$ cat config.mk
export PLATFORM = sky130hd
export DESIGN_NAME = cache_mem_responder
export DESIGN_NICKNAME = d
export VERILOG_FILES = /design/src/rtl/cache_mem_responder.sv
export SDC_FILE = /design/constraint.sdc
export NUM_CORES = 1
export LEC_CHECK = 0
export ABC_AREA = 1
export CAP_MARGIN = 20
export CORE_MARGIN = 2
export CORE_UTILIZATION = 46
export DETAILED_ROUTE_END_ITERATION = 8
export GPL_TIMING_DRIVEN = 1
export PLACE_DENSITY = 0.83
export RECOVER_POWER = 100
export SYNTH_ARGS = -nofsm -noshare
export SYNTH_HDL_FRONTEND = slang
export SYNTH_SLANG_ARGS = --single-unit
$ cat constraint.sdc
create_clock -name CLK -period 4.35 [get_ports CLK]
set_clock_uncertainty 0.2 [all_clocks]
set_input_delay 0.87 -clock CLK [delete_from_list [all_inputs] [get_ports CLK]]
set_output_delay 0.87 -clock CLK [all_outputs]
set_load 0.02 [all_outputs]
$ cat src/rtl/cache_mem_responder.sv
// Memory-side responder for the caches_if protocol: arbitrates I/D requests onto one RAM port.
// Define ROUND_ROBIN_EN for alternating grants under contention; default is fixed D-over-I.
module cache_mem_responder #(
   parameter int TIMEOUT = 255
) (
   input  logic        CLK,
   input  logic        RST,
   input  logic        iREN,
   input  logic [31:0] iaddr,
   output logic        iwait,
   output logic [31:0] iload,
   input  logic        dREN,
   input  logic        dWEN,
   input  logic [31:0] daddr,
   input  logic [31:0] dstore,
   output logic        dwait,
   output logic [31:0] dload,
   output logic        ramREN,
   output logic        ramWEN,
   output logic [31:0] ramaddr,
   output logic [31:0] ramstore,
   input  logic [31:0] ramload,
   input  logic [1:0]  ramstate,
   output logic        err
);

   localparam int CW = $clog2(TIMEOUT + 1);
   localparam logic [CW-1:0] LastCount = CW'(TIMEOUT - 1);
   localparam logic [CW-1:0] MaxCount  = CW'(TIMEOUT);
   localparam logic [1:0] RamAccess = 2'd2;
   localparam logic [1:0] RamError  = 2'd3;

   typedef enum logic [1:0] {IDLE, IACC, DACC, DONE} stateType;

   stateType        state, nextState;
   logic [CW-1:0]   counter, nextCounter;
   logic            lastGrantD, nextLastGrantD;
   logic            opWrite, nextOpWrite;
   logic            withdrawn, nextWithdrawn;
   logic            nextIwait, nextDwait, nextErr;
   logic [31:0]     nextIload, nextDload;
   logic            nextRamREN, nextRamWEN;
   logic [31:0]     nextRamaddr, nextRamstore;
   logic            dReq, grantD, reqHeld, accessDone, accessFail;
   logic [31:0]     loadValue;

   always_ff @(posedge CLK) begin
      if (RST) begin
         state      <= IDLE;
         counter    <= '0;
         lastGrantD <= 1'b0;
         opWrite    <= 1'b0;
         withdrawn  <= 1'b0;
         iwait      <= 1'b1;
         dwait      <= 1'b1;
         iload      <= '0;
         dload      <= '0;
         ramREN     <= 1'b0;
         ramWEN     <= 1'b0;
         ramaddr    <= '0;
         ramstore   <= '0;
         err        <= 1'b0;
      end else begin
         state      <= nextState;
         counter    <= nextCounter;
         lastGrantD <= nextLastGrantD;
         opWrite    <= nextOpWrite;
         withdrawn  <= nextWithdrawn;
         iwait      <= nextIwait;
         dwait      <= nextDwait;
         iload      <= nextIload;
         dload      <= nextDload;
         ramREN     <= nextRamREN;
         ramWEN     <= nextRamWEN;
         ramaddr    <= nextRamaddr;
         ramstore   <= nextRamstore;
         err        <= nextErr;
      end
   end

   // Every output is registered, so this block computes next values for all of them.
   always_comb begin
      nextState      = state;
      nextCounter    = counter;
      nextLastGrantD = lastGrantD;
      nextOpWrite    = opWrite;
      nextWithdrawn  = withdrawn;
      nextIwait      = 1'b1;
      nextDwait      = 1'b1;
      nextErr        = 1'b0;
      nextIload      = iload;
      nextDload      = dload;
      nextRamREN     = ramREN;
      nextRamWEN     = ramWEN;
      nextRamaddr    = ramaddr;
      nextRamstore   = ramstore;
      dReq           = dREN | dWEN;
      grantD         = 1'b0;
      reqHeld        = 1'b0;
      accessDone     = 1'b0;
      accessFail     = 1'b0;
      loadValue      = '0;

      case (state)
         IDLE: begin
            nextRamREN    = 1'b0;
            nextRamWEN    = 1'b0;
            nextCounter   = '0;
            nextWithdrawn = 1'b0;
`ifdef ROUND_ROBIN_EN
            grantD = dReq && !(iREN && lastGrantD);
`else
            grantD = dReq;
`endif
            if (grantD) begin
               nextState      = DACC;
               nextLastGrantD = 1'b1;
               nextOpWrite    = dWEN;
               nextRamaddr    = daddr;
               nextRamstore   = dstore;
               nextRamWEN     = dWEN;
               nextRamREN     = ~dWEN;
            end else if (iREN) begin
               nextState      = IACC;
               nextLastGrantD = 1'b0;
               nextOpWrite    = 1'b0;
               nextRamaddr    = iaddr;
               nextRamREN     = 1'b1;
            end
         end

         IACC, DACC: begin
            // A withdrawn request still finishes on the RAM but gets no completion pulse.
            reqHeld       = (state == DACC) ? dReq : iREN;
            nextWithdrawn = withdrawn | ~reqHeld;
            if (counter != MaxCount) begin
               nextCounter = counter + CW'(1);
            end
            if (ramstate == RamAccess) begin
               accessDone = 1'b1;
               loadValue  = opWrite ? 32'h0 : ramload;
            end else if ((ramstate == RamError) || (counter == LastCount)) begin
               accessDone = 1'b1;
               accessFail = 1'b1;
            end
            if (accessDone) begin
               nextState  = DONE;
               nextRamREN = 1'b0;
               nextRamWEN = 1'b0;
               if (state == DACC) begin
                  nextDload = loadValue;
               end else begin
                  nextIload = loadValue;
               end
               if (!nextWithdrawn) begin
                  if (state == DACC) begin
                     nextDwait = 1'b0;
                  end else begin
                     nextIwait = 1'b0;
                  end
                  nextErr = accessFail;
               end
            end
         end

         DONE: begin
            nextState   = IDLE;
            nextCounter = '0;
            nextRamREN  = 1'b0;
            nextRamWEN  = 1'b0;
         end

         default: begin
            nextState = IDLE;
         end
      endcase
   end

endmodule

==> impl_summary.log, run 1 <==
INFO  metric outcome = finished clean
INFO  metric grt_pass1_vias = roughly 6100
INFO  metric internal-power = 3.71 mW
INFO  metric place.detailed.instances = around 1300
INFO  metric wire_length_of_the_first_global_routing_pass = around 30000 um
INFO  metric worst_r2r_endpoint = iload[5]
INFO  metric grt_use_total = 26.5%
INFO  metric routedWlPerCell = 14.2 um
INFO  metric crit_path_max_incr_delay = 0.61 ns
INFO  metric power_frac_seq = roughly a third
INFO  metric critPathLaunchType = input port
INFO  metric power.share.clock = 24.0%
INFO  metric drt_iter0_drc = 534
INFO  metric cp_top_family = buffers and inverters
INFO  metric fp.dieH = 121 um
INFO  metric layout-drive-gt1-share = 3.97%
INFO  metric hold_end = ramWEN
INFO  metric worst-slew-pin-transition = 1.18 ns
INFO  metric synth.yosys.seq_area_share = 46.1%
INFO  metric drt_wl_total = 19300 um
INFO  metric regToRegSetupSlack = 1.18 ns
INFO  metric grt_antenna_before_repair = 0
INFO  metric reg2regPathDepth = 9
INFO  metric hold_slack = 0.284 ns
INFO  metric core_area = 13300 sq um
INFO  metric rsz_0062_raised_after_global_routing = false
INFO  metric cts-buffers-inserted = 17
INFO  metric pins_over_slew_limit = 0
INFO  metric netSwitchingFraction = between 40 and 50%
INFO  metric critical_path_peak_fanout = 64
INFO  metric path_clk_slew = 0.06 ns
INFO  metric areaGrowthSynthToFinish = 52.7%
INFO  metric fin_setup_tns = 0 ns
INFO  metric via_count = 6631
INFO  metric ys_warn_count = 0
INFO  metric pwr_density_cell = 646 nW/um^2
INFO  metric endpoint_kind = flip-flop
INFO  metric ios = around 270
INFO  metric final_area = around 9600 sq um
INFO  metric cts.repair.resized = 0
INFO  metric final.setup.worst_slack = around 1.1 ns
INFO  metric power.leakage = 4.65 nW
INFO  metric post_synth_instance_area = 6300 sq um
INFO  metric cts.hold.buffers_added = 0
INFO  metric post_drt_via_cell_ratio = ~4.9
INFO  metric seq_area = roughly 2900 sq um
INFO  metric r2r_start = state[0]
INFO  metric crit_path_cell_trace = dlygate4sd3_1 -> nor2_1 -> buf_4 -> a21oi_1 -> clkbuf_2 -> o21ai_0 -> a31oi_1
INFO  metric placementRows = 42
INFO  metric multi_input_area = 2610 sq um
INFO  metric finalNonFillerCells = 1361
INFO  metric grt_start_max_net_pins = 78
INFO  metric antenna_cells = 0
INFO  metric number_of_synthesized_flops_with_an_enable_pin = 0
INFO  metric clock_insertion_delay_worst_skew = between 0.4 and 0.5 ns
INFO  metric syn-mean-instance-area = 6.76 sq um
INFO  metric max_cap_viol_count = 0
INFO  metric clock-root-buffer = sky130_fd_sc_hd__clkbuf_16
INFO  metric asyncSetResetFlopFracSynth = 0%
INFO  metric cts_sinks = 145
INFO  metric timing.final.crit_share = 74.4%
INFO  metric firstDrtPassIters = 5
INFO  metric net-switching-power = 2.49 mW
INFO  metric nNetsFinal = approximately 1300
INFO  metric tritoncts = built
INFO  metric post_syn_instances = ~930
INFO  metric worstHoldPathType = reg -> reg
INFO  metric placement.io_buffers = 267
INFO  metric final_hold_fails = 0
INFO  metric criticalPathCategory = in -> reg
INFO  metric worstHoldPathCells = 2
INFO  metric post-route-drc-count = 0
INFO  metric cts_max_level = 4
INFO  metric detailed_place.area = ~9000 sq um
INFO  metric clockBufferDepth = 2
INFO  metric post-place-ws = 1.14 ns
INFO  metric finalCriticalPeriod = around 3.2 ns
INFO  metric combinationalPowerShare = 44.3%
INFO  metric n_fill_cell = 1093
INFO  metric timing.fmax = 309 MHz
INFO  metric cp_data_arrival_time = 3.29 ns
INFO  metric post-dp-hpwl = 13600 um
INFO  metric timing.critical_path.buf_inv = 3
INFO  metric die_area = 14600 sq um
INFO  metric ys.flop_type = sky130_fd_sc_hd__dfxtp_1
INFO  metric globalplace.congestion = 0.842
INFO  metric hold_path_startpoint = ramWEN
INFO  metric synth_net_count = about 1100
INFO  metric cts_setup_buffers = 0
INFO  metric ir_worst_vdd = 0.000345 V
INFO  metric detail-route-antenna-nets = 0
INFO  metric yosysUniqueCellTypes = 22
INFO  metric relSlewSlack = 21.2%
INFO  metric crit_path_max_delay_cell_type = sky130_fd_sc_hd__dlygate4sd3_1
INFO  metric ys_ff_latch = 145
INFO  metric start_util = 47.4%
INFO  metric critical_path_required = 4.40 ns
INFO  metric globalRouteOverflowTotal = 0
INFO  metric die_x = 121 um
INFO  metric timing.final.setup_violations = 0
through the flow:
step	power, mW	utilization, %
after detailed placement	4.91	68.1
after CTS	6.42	72.6
after floorplan	3.66	-
final	6.21	72.3
after global placement	4.87	68.1
after global routing	6.61	72.3
per-layer routing:
layer	GRT usage, %	vias up	share of wire, %
li1	-	3362	-
met1	28.7	2962	37
met2	46.6	271	50
met3	9.30	36	9.3
met4	11.0	0	3.1
met5	0	-	0
cell families after synthesis:
| family | share of synthesized area (%) |
|---|---|
| flops | 46.1 |
| xor+xnor | 0.139 |
| fa+ha+maj | 0.993 |
| buf+inv | 12.3 |
| simple gates | 30.5 |
| compound gates | 9.99 |
synth_stat cells (3+ instances only):
cell	number	area [sq um]
sky130_fd_sc_hd__nand2_1	239	897
sky130_fd_sc_hd__nor2_1	178	668
sky130_fd_sc_hd__dfxtp_1	145	2900
sky130_fd_sc_hd__inv_1	134	503
sky130_fd_sc_hd__o21ai_0	69	345
sky130_fd_sc_hd__nand4_1	41	257
sky130_fd_sc_hd__a31oi_1	33	206
sky130_fd_sc_hd__clkbuf_1	30	113
sky130_fd_sc_hd__buf_2	17	85.1
sky130_fd_sc_hd__a21oi_1	11	55.1
sky130_fd_sc_hd__nand3_1	8	40.0
sky130_fd_sc_hd__buf_1	5	18.8
sky130_fd_sc_hd__ha_1	5	62.6
sky130_fd_sc_hd__buf_4	3	22.5
sky130_fd_sc_hd__buf_6	3	33.8
sky130_fd_sc_hd__nand2_2	3	18.8
flip-flops by register name (all words and copies together) (netlist names):
signal,flops
err,1
ramaddr,32
withdrawn,1
opWrite,1
state,2
dload,32
ramWEN,1
counter,8
dwait,1
iload,32
ramREN,1
ramstore,32
iwait,1
power groups by stage:
stage	Sequential [mW]	Clock (mW)	Combinational, mW
after global placement	1.99	0	2.88
after global routing	2.02	1.58	3.01
after detailed placement	2.01	0	2.91
after CTS	1.99	1.51	2.93
final	1.97	1.49	2.75
after floorplan	2.47	0	1.19
cell type report:
type / count / area share [%]
Clock buffer: 18 / 4.57
Clock inverter: 14 / 1.72
Inverter: 134 / 5.24
Multi-Input combinational cell: 595 / 27.1
Sequential cell: 145 / 30.2
Tap cell: 176 / 2.29
Timing Repair Buffer: 279 / 28.9
cells in the final DEF, fill, tap and decap left out:
master	n
sky130_fd_sc_hd__nand2_1	239
sky130_fd_sc_hd__nor2_1	178
sky130_fd_sc_hd__dfxtp_1	145
sky130_fd_sc_hd__dlygate4sd3_1	134
sky130_fd_sc_hd__inv_1	133
sky130_fd_sc_hd__clkdlybuf4s50_1	133
sky130_fd_sc_hd__o21ai_0	69
sky130_fd_sc_hd__nand4_1	41
sky130_fd_sc_hd__a31oi_1	33
sky130_fd_sc_hd__clkbuf_16	17
sky130_fd_sc_hd__a21oi_1	11
sky130_fd_sc_hd__nand3_1	10
sky130_fd_sc_hd__clkinvlp_4	8
sky130_fd_sc_hd__buf_4	6
sky130_fd_sc_hd__ha_1	5
sky130_fd_sc_hd__clkinv_2	4
sky130_fd_sc_hd__nand2_2	3
sky130_fd_sc_hd__bufinv_16	3
sky130_fd_sc_hd__clkbuf_1	3
sky130_fd_sc_hd__a211oi_1	2
sky130_fd_sc_hd__buf_12	2
sky130_fd_sc_hd__nor2_2	1
sky130_fd_sc_hd__nor2_4	1
sky130_fd_sc_hd__xor2_1	1
sky130_fd_sc_hd__o21a_1	1
sky130_fd_sc_hd__clkbuf_8	1
sky130_fd_sc_hd__clkbuf_2	1
worst reg2reg max path: cells and delay by family, from the launching register on:
kind	cells	cell delay (ns)
fa+ha+maj	1	0.20
simple gates	3	0.84
buf+inv	5	1.52
flops	1	0.36
worst max path at each step:
stage / end / depth (start not counted) / slack, ns / start
2_1_floorplan: ramaddr[13] / 6 / 2.28 / dWEN
5_1_grt: ramaddr[27] / 7 / 0.87 / dWEN
6_report: ramaddr[4] / 7 / 1.11 / dWEN
3_5_place_dp: ramstore[5] / 7 / 1.14 / dWEN
3_3_place_gp: iwait / 8 / 1.20 / dWEN
4_1_cts: ramstore[6] / 7 / 1.55 / dWEN
No activity file was read; power rests on OpenSTA's default activity.
==> run 2: changes to the inputs <==
--- a/config.mk
+++ b/config.mk
@@ -8,10 +8,10 @@
 export ABC_AREA = 1
 export CAP_MARGIN = 20
 export CORE_MARGIN = 2
-export CORE_UTILIZATION = 46
+export CORE_UTILIZATION = 43
 export DETAILED_ROUTE_END_ITERATION = 8
 export GPL_TIMING_DRIVEN = 1
-export PLACE_DENSITY = 0.83
+export PLACE_DENSITY = 0.78
 export RECOVER_POWER = 100
 export SYNTH_ARGS = -nofsm -noshare
 export SYNTH_HDL_FRONTEND = slang
==> constraint.sdc (replaced) <==
create_clock -name CLK -period 3.3 [get_ports CLK]
set_clock_uncertainty 0.2 [all_clocks]
set_input_delay 0.66 -clock CLK [delete_from_list [all_inputs] [get_ports CLK]]
set_output_delay 0.66 -clock CLK [all_outputs]
set_load 0.02 [all_outputs]
==> run 2 against run 1 <==
Compared with the run above: power increased by 32%; combinational power increased by 33%; via count down 2.2%; sequential share of layout area shrank 0.22 points; worst hold slack gained 0.0058 ns; largest power group unchanged; sequential power rose by 31%; global-route usage shrank 2.3 points; final area up 0.73%; critical path depth shrank 1; critical endpoint is now ramaddr[18].
==> impl_summary.log, run 2 (synthesis results as in run 1) <==
INFO  metric outcome = finished clean
INFO  metric drt_wl_total = 18900 um (-2.1%)
INFO  metric pins_over_slew_limit = 0 (unchanged)
INFO  metric path_clk_slew = 0.06 ns (about the same)
INFO  metric placement.io_buffers = 267 (unchanged)
INFO  metric worstHoldPathType = reg -> reg
INFO  metric relSlewSlack = 31.9% (+11 points)
INFO  metric tritoncts = built
INFO  metric power.leakage = 4.70 nW (+1.1%)
INFO  metric routedWlPerCell = 13.7 um (-3.2%)
INFO  metric ir_worst_vdd = 0.000477 V (+38%)
INFO  metric cts_max_level = 4 (unchanged)
INFO  metric cts.hold.buffers_added = 0 (unchanged)
INFO  metric clock-root-buffer = sky130_fd_sc_hd__clkbuf_16
INFO  metric drt_iter0_drc = 443 (-17%)
INFO  metric final_hold_fails = 0 (unchanged)
INFO  metric critical_path_peak_fanout = 25 (-61%)
INFO  metric cts-buffers-inserted = 17 (unchanged)
INFO  metric wire_length_of_the_first_global_routing_pass = 30700 um (+1.9%)
INFO  metric timing.fmax = 379 MHz
INFO  metric clock_insertion_delay_worst_skew = 0.41 ns (about the same)
INFO  metric areaGrowthSynthToFinish = 53.8%
INFO  metric cts_sinks = 145 (unchanged)
INFO  metric placementRows = 44 (+4.8%)
INFO  metric core_area = 14400 sq um (+8.5%)
INFO  metric via_count = 6485 (-2.2%)
INFO  metric cp_data_arrival_time = 2.76 ns (-0.53 ns)
INFO  metric firstDrtPassIters = 5 (unchanged)
INFO  metric post-route-drc-count = 0 (unchanged)
INFO  metric max_cap_viol_count = 0 (unchanged)
INFO  metric regToRegSetupSlack = 0.71 ns (-0.47 ns)
INFO  metric criticalPathCategory = in -> reg
INFO  metric globalplace.congestion = 0.811 (-3.7%)
INFO  metric die_area = 15600 sq um (+6.7%)
INFO  metric grt_start_max_net_pins = 70 (-10%)
INFO  metric globalRouteOverflowTotal = 0 (unchanged)
INFO  metric endpoint_kind = flip-flop
INFO  metric grt_use_total = 24.2% (-2.3 points)
INFO  metric grt_pass1_vias = 6129 (+1.3%)
INFO  metric die_x = 125 um (+3.3%)
INFO  metric pwr_density_cell = 847 nW/um^2 (+31%)
INFO  metric layout_commonest_cell = sky130_fd_sc_hd__nand2_1
INFO  metric grt_antenna_before_repair = 1 (+1)
INFO  metric critical_path_required = 3.43 ns (-0.97 ns)
INFO  metric detail-route-antenna-nets = 0 (unchanged)
INFO  metric share_of_the_core_filled_with_cells_in_the_final_layout = 67.1% (-5.2 points)
INFO  metric finalCriticalPeriod = around 2.6 ns
INFO  metric rsz_0062_raised_after_global_routing = false
INFO  metric post_drt_via_cell_ratio = 4.71 (-3.3%)
INFO  metric critPathLaunchType = input port
INFO  metric clockBufferDepth = 2 (unchanged)
INFO  metric ios = 268 (unchanged)
INFO  metric cts_setup_buffers = 0 (unchanged)
INFO  metric timing.final.setup_violations = 0 (unchanged)
INFO  metric layout-drive-gt1-share = 4.53% (+0.56 points)
INFO  metric final_cell_mix = 240 x sky130_fd_sc_hd__nand2_1, 178 x sky130_fd_sc_hd__nor2_1, 145 x sky130_fd_sc_hd__dfxtp_1
INFO  metric worst-slew-pin-transition = 1.02 ns (-0.160 ns)
INFO  metric nNetsFinal = 1319 (+0.53%)
INFO  metric cts.repair.resized = 0 (unchanged)
INFO  metric fin_setup_tns = 0 ns (unchanged)
INFO  metric pnr_total_power = 8.20 mW (+32%)
INFO  metric timing.final.crit_share = 80.0%
INFO  metric start_util = 43.7% (-3.7 points)
INFO  metric fp.dieH = 125 um (+3.3%)
INFO  metric post-dp-hpwl = 13600 um (-0.21%)
run 2: cell types whose count changed in the layout (fill, tap and decap cells not counted), sizes merged:
| cell | delta |
|---|---|
| buf | +9 |
| clkbuf | -1 |
| clkinv | +2 |
| clkinvlp | -4 |
| diode | +1 |
| inv | +1 |
run 2: per-stage QoR:
step	setup slack (ns)	cell area [sq um]	cells	hold WS, ns
2_1_floorplan	1.44	6300	932	0.255
3_3_place_gp	0.766	9110	1344	0.269
3_5_place_dp	0.715	9110	1344	0.287
4_1_cts	0.984	9720	1376	0.294
5_1_grt	0.447	9680	1377	0.316
6_report	0.661	9680	1377	0.289
run 2: routing by layer:
layer  up-vias  wire length (um)  track usage (%)
li1       3375                 -                -
met1      2885              7480             27.2
met2       202              9420             42.4
met3        23              1530             8.26
met4         0               454             9.02
met5         -                 0                0
run 2: cell type report:
class / count / area (sq um)
Clock buffer: 19 / 443
Clock inverter: 13 / 161
Fill cell: 1252 / 4740
Sequential cell: 145 / 2900
Timing Repair Buffer: 286 / 2830
Multi-Input combinational cell: 595 / 2610
Antenna cell: 1 / 2.50
Inverter: 134 / 504
Tap cell: 184 / 230
run 2: worst max-delay path: stages:
cell	delay, ns
sky130_fd_sc_hd__dlygate4sd3_1	0.56
sky130_fd_sc_hd__nor2_1	0.08
sky130_fd_sc_hd__a21oi_1	0.79
sky130_fd_sc_hd__buf_4	0.38
sky130_fd_sc_hd__o21ai_0	0.10
sky130_fd_sc_hd__a31oi_1	0.18
run 2: power by group:
part / switching, mW / internal [mW]
logic: 2.23 / 1.43
registers: 0.268 / 2.32
clock network: 0.749 / 1.21
total: 3.24 / 4.96
run 2: path summary, 6_finish.rpt:
path,start,endpoint,cells past startpoint
setup / recovery,dWEN,ramaddr[18],6
hold / removal,counter[7],counter[7],2
setup reg to reg,counter[0],dload[4],11
hold reg to reg,counter[7],counter[7],2
==> run 3: changes to the inputs <==
--- a/config.mk
+++ b/config.mk
@@ -8,10 +8,10 @@
 export ABC_AREA = 1
 export CAP_MARGIN = 20
 export CORE_MARGIN = 2
-export CORE_UTILIZATION = 43
+export CORE_UTILIZATION = 39
 export DETAILED_ROUTE_END_ITERATION = 8
 export GPL_TIMING_DRIVEN = 1
-export PLACE_DENSITY = 0.78
+export PLACE_DENSITY = 0.74
 export RECOVER_POWER = 100
 export SYNTH_ARGS = -nofsm -noshare
 export SYNTH_HDL_FRONTEND = slang
==> constraint.sdc (replaced) <==
create_clock -name CLK -period 2.4 [get_ports CLK]
set_clock_uncertainty 0.2 [all_clocks]
set_input_delay 0.48 -clock CLK [delete_from_list [all_inputs] [get_ports CLK]]
set_output_delay 0.48 -clock CLK [all_outputs]
set_load 0.02 [all_outputs]
==> run 3 against run 2 <==
Compared with the run above: power grew 40%; sequential cell count is the same; worst setup slack got worse by 0.45 ns; sequential power rose by 37%; worst hold slack lost 0.0070 ns; register-to-register slack worse by 0.38 ns; global-route usage is 2.0 points lower; non-clock buffer count up 3; die area rose by 9.9%; sequential share of layout area fell by 0.40 points; combinational power grew 39%; clock power up 44%; critical path type is now reg -> out; largest power group unchanged.
==> impl_summary.log, run 3 (synthesis results as in run 1) <==
INFO  metric crit_path_max_delay_cell_type = sky130_fd_sc_hd__dlygate4sd3_1
INFO  metric timing.final.crit_share = 91.1%
INFO  metric share_of_the_core_filled_with_cells_in_the_final_layout = 62.0% (-5.1 points)
INFO  metric max_cap_viol_count = 0 (unchanged)
INFO  metric rsz_0062_raised_after_global_routing = false
INFO  metric met1Wirelength = 7590 um (+1.6%)
INFO  metric clockBufferDepth = 2 (unchanged)
INFO  metric final_cell_mix = 239 x sky130_fd_sc_hd__nand2_1, 178 x sky130_fd_sc_hd__nor2_1, 145 x sky130_fd_sc_hd__dfxtp_1
INFO  metric timing.critical_path.buf_inv = 1 (-1)
INFO  metric detail-route-antenna-nets = 0 (unchanged)
INFO  metric grt_use_total = 22.2% (-2.0 points)
INFO  metric regToRegSetupSlack = 0.33 ns (-0.38 ns)
INFO  metric met2RoutedLength = 9670 um (+2.6%)
INFO  metric globalRouteOverflowTotal = 0 (unchanged)
INFO  metric crit_path_cell_trace = dlygate4sd3_1
INFO  metric cts_max_level = 4 (unchanged)
INFO  metric final_hold_fails = 0 (unchanged)
INFO  metric post-route-drc-count = 0 (unchanged)
INFO  metric place.detailed.instances = 1379 (+2.6%)
INFO  metric finalCriticalPeriod = 2.19 ns
INFO  metric layout-drive-gt1-share = 5.02% (+0.49 points)
INFO  metric start_util = 39.8% (-3.9 points)
INFO  metric grt_pass1_vias = 5940 (-3.1%)
INFO  metric layout_commonest_cell = sky130_fd_sc_hd__nand2_1
INFO  metric net-switching-power = 4.54 mW (+40%)
INFO  metric endpoint_kind = output port
INFO  metric via_count = 6565 (+1.2%)
INFO  metric clock_insertion_delay_worst_skew = 0.41 ns (about the same)
INFO  metric pwr_density_cell = 1170 nW/um^2 (+38%)
INFO  metric timing.fmax = 457 MHz
INFO  metric wl_met3 = 1730 um (+13%)
INFO  metric worst-slew-pin-transition = 0.497 ns (-0.525 ns)
INFO  metric drt_wl_total = 19300 um (+2.3%)
INFO  metric critical_path_peak_fanout = 2 (-92%)
INFO  metric power_frac_seq = 31.0% (-0.5 points)
INFO  metric drt_iter0_drc = 351 (-21%)
INFO  metric grt_antenna_before_repair = 0 (-1)
INFO  metric antenna_cells = 0 (-1)
INFO  metric firstDrtPassIters = 5 (unchanged)
INFO  metric r2r_start = state[1]
INFO  metric cts-buffers-inserted = 17 (unchanged)
INFO  metric criticalPathCategory = reg -> out
INFO  metric combinationalPowerShare = 44.4% (-0.2 points)
INFO  metric tritoncts = built
INFO  metric maxUsedRoutingLayer = met4
INFO  metric globalplace.congestion = 0.828 (+2.1%)
INFO  metric routedWlPerCell = 13.7 um (-0.14%)
INFO  metric wire_length_of_the_first_global_routing_pass = 29400 um (-4.3%)
INFO  metric die_x = 131 um (+4.8%)
INFO  metric relSlewSlack = 66.7% (+35 points)
INFO  metric fin_setup_tns = 0 ns (unchanged)
INFO  metric netSwitchingFraction = 39.6% (about the same)
INFO  metric crit_path_max_incr_delay = 0.74 ns (-0.05 ns)
INFO  metric cts_sinks = 145 (unchanged)
INFO  metric outcome = finished clean
INFO  metric power.share.clock = 24.6% (+0.7 points)
INFO  metric worstHoldPathType = reg -> reg
INFO  metric ios = 268 (unchanged)
INFO  metric fp.dieH = 131 um (+4.8%)
INFO  metric worstHoldPathCells = 2 (unchanged)
INFO  metric clock-root-buffer = sky130_fd_sc_hd__clkbuf_16
INFO  metric hold_slack = 0.282 ns (-0.00704 ns)
INFO  metric timing.final.setup_violations = 0 (unchanged)
INFO  metric ir_worst_vdd = 0.000586 V (+23%)
INFO  metric reg2regPathDepth = 8 (-3)
INFO  metric path_clk_slew = 0.06 ns (about the same)
INFO  metric placementRows = 46 (+4.5%)
INFO  metric finalNonFillerCells = 1411 (+2.5%)
INFO  metric core_area = 15800 sq um (+9.7%)
INFO  metric worst_r2r_endpoint = iload[23]
INFO  metric cp_top_family = buffers and inverters
INFO  metric grt_start_max_net_pins = 92 (+31%)
INFO  metric areaGrowthSynthToFinish = 55.9%
INFO  metric critPathLaunchType = flip-flop
INFO  metric nNetsFinal = 1322 (+0.23%)
INFO  metric die_area = 17200 sq um (+9.9%)
INFO  metric cts_setup_buffers = 0 (unchanged)
INFO  metric pins_over_slew_limit = 0 (unchanged)
INFO  metric hold_end = ramWEN
INFO  metric critical_path_required = 1.72 ns (-1.71 ns)
INFO  metric post-dp-hpwl = 13900 um (+1.9%)
INFO  metric power.leakage = 4.73 nW (+0.70%)
INFO  metric hold_path_startpoint = ramWEN
INFO  metric cts.repair.resized = 0 (unchanged)
INFO  metric post_drt_via_cell_ratio = 4.65 (-1.2%)
INFO  metric cts.hold.buffers_added = 0 (unchanged)
INFO  metric placement.io_buffers = 267 (unchanged)
INFO  metric pnr_total_power = 11.5 mW (+40%)
INFO  metric internal-power = 6.94 mW (+40%)
INFO  metric cp_data_arrival_time = 1.51 ns (-1.25 ns)
-- run 3: cell types whose count changed in the layout (fill, tap and decap cells not counted), sizes merged --
cell,delta
bufinv,+1
clkbuf,-1
clkdlybuf4s50,+1
buf,+2
diode,-1
clkinv,-2
dlygate4sd3,-1
inv,+2
clkinvlp,+1
-- run 3: layout make-up --
type                       count  area (sq um)
clock inverter                15           206
clock buffer                  17           425
tap                          216           270
inverter                     134           504
multi-input combinational    595          2610
timing repair buffer         289          2890
sequential                   145          2900
fill                        1433          6010
-- run 3: metrics by stage --
| step | setup slack (ns) | area (sq um) |
|---|---|---|
| floorplan | 0.539 | 6300 |
| global placement | 0.134 | 9210 |
| detailed placement | 0.103 | 9210 |
| CTS | 0.265 | 9840 |
| global route | 0.129 | 9810 |
| finish | 0.214 | 9810 |
-- run 3: routing by layer --
metal	vias up	track usage (%)
met1	2907	24.7
met5	-	0
met2	248	39.0
met4	0	7.82
li1	3387	-
met3	23	8.12
-- run 3: worst max-delay path by stage --
| stage | startpoint | to | slack (ns) | cells after the start |
|---|---|---|---|---|
| after floorplan | state[1] | iwait | 0.54 | 10 |
| after global placement | dWEN | ramstore[1] | 0.13 | 7 |
| after detailed placement | dWEN | ramstore[16] | 0.10 | 7 |
| after CTS | ramaddr[29] | ramaddr[29] | 0.27 | 1 |
| after global routing | state[1] | iload[19] | 0.13 | 8 |
| final | ramaddr[29] | ramaddr[29] | 0.21 | 1 |
-- run 3: power groups by stage --
stage | clock network [mW] | registers, mW | logic, mW
6_report | 2.82 | 3.56 | 5.10
2_1_floorplan | 0 | 4.48 | 2.15
4_1_cts | 2.89 | 3.59 | 5.44
3_5_place_dp | 0 | 3.62 | 5.41
3_3_place_gp | 0 | 3.60 | 5.36
5_1_grt | 2.99 | 3.66 | 5.62
-- run 3: worst register-to-register path: stages (launching register included) --
cell                       delay (ns)
sky130_fd_sc_hd__dfxtp_1         0.39
sky130_fd_sc_hd__inv_1           0.06
sky130_fd_sc_hd__ha_1            0.32
sky130_fd_sc_hd__buf_4           0.28
sky130_fd_sc_hd__nand3_2         0.13
sky130_fd_sc_hd__clkbuf_2        0.34
sky130_fd_sc_hd__nand2_1         0.16
sky130_fd_sc_hd__inv_1           0.05
sky130_fd_sc_hd__nor2_1          0.09
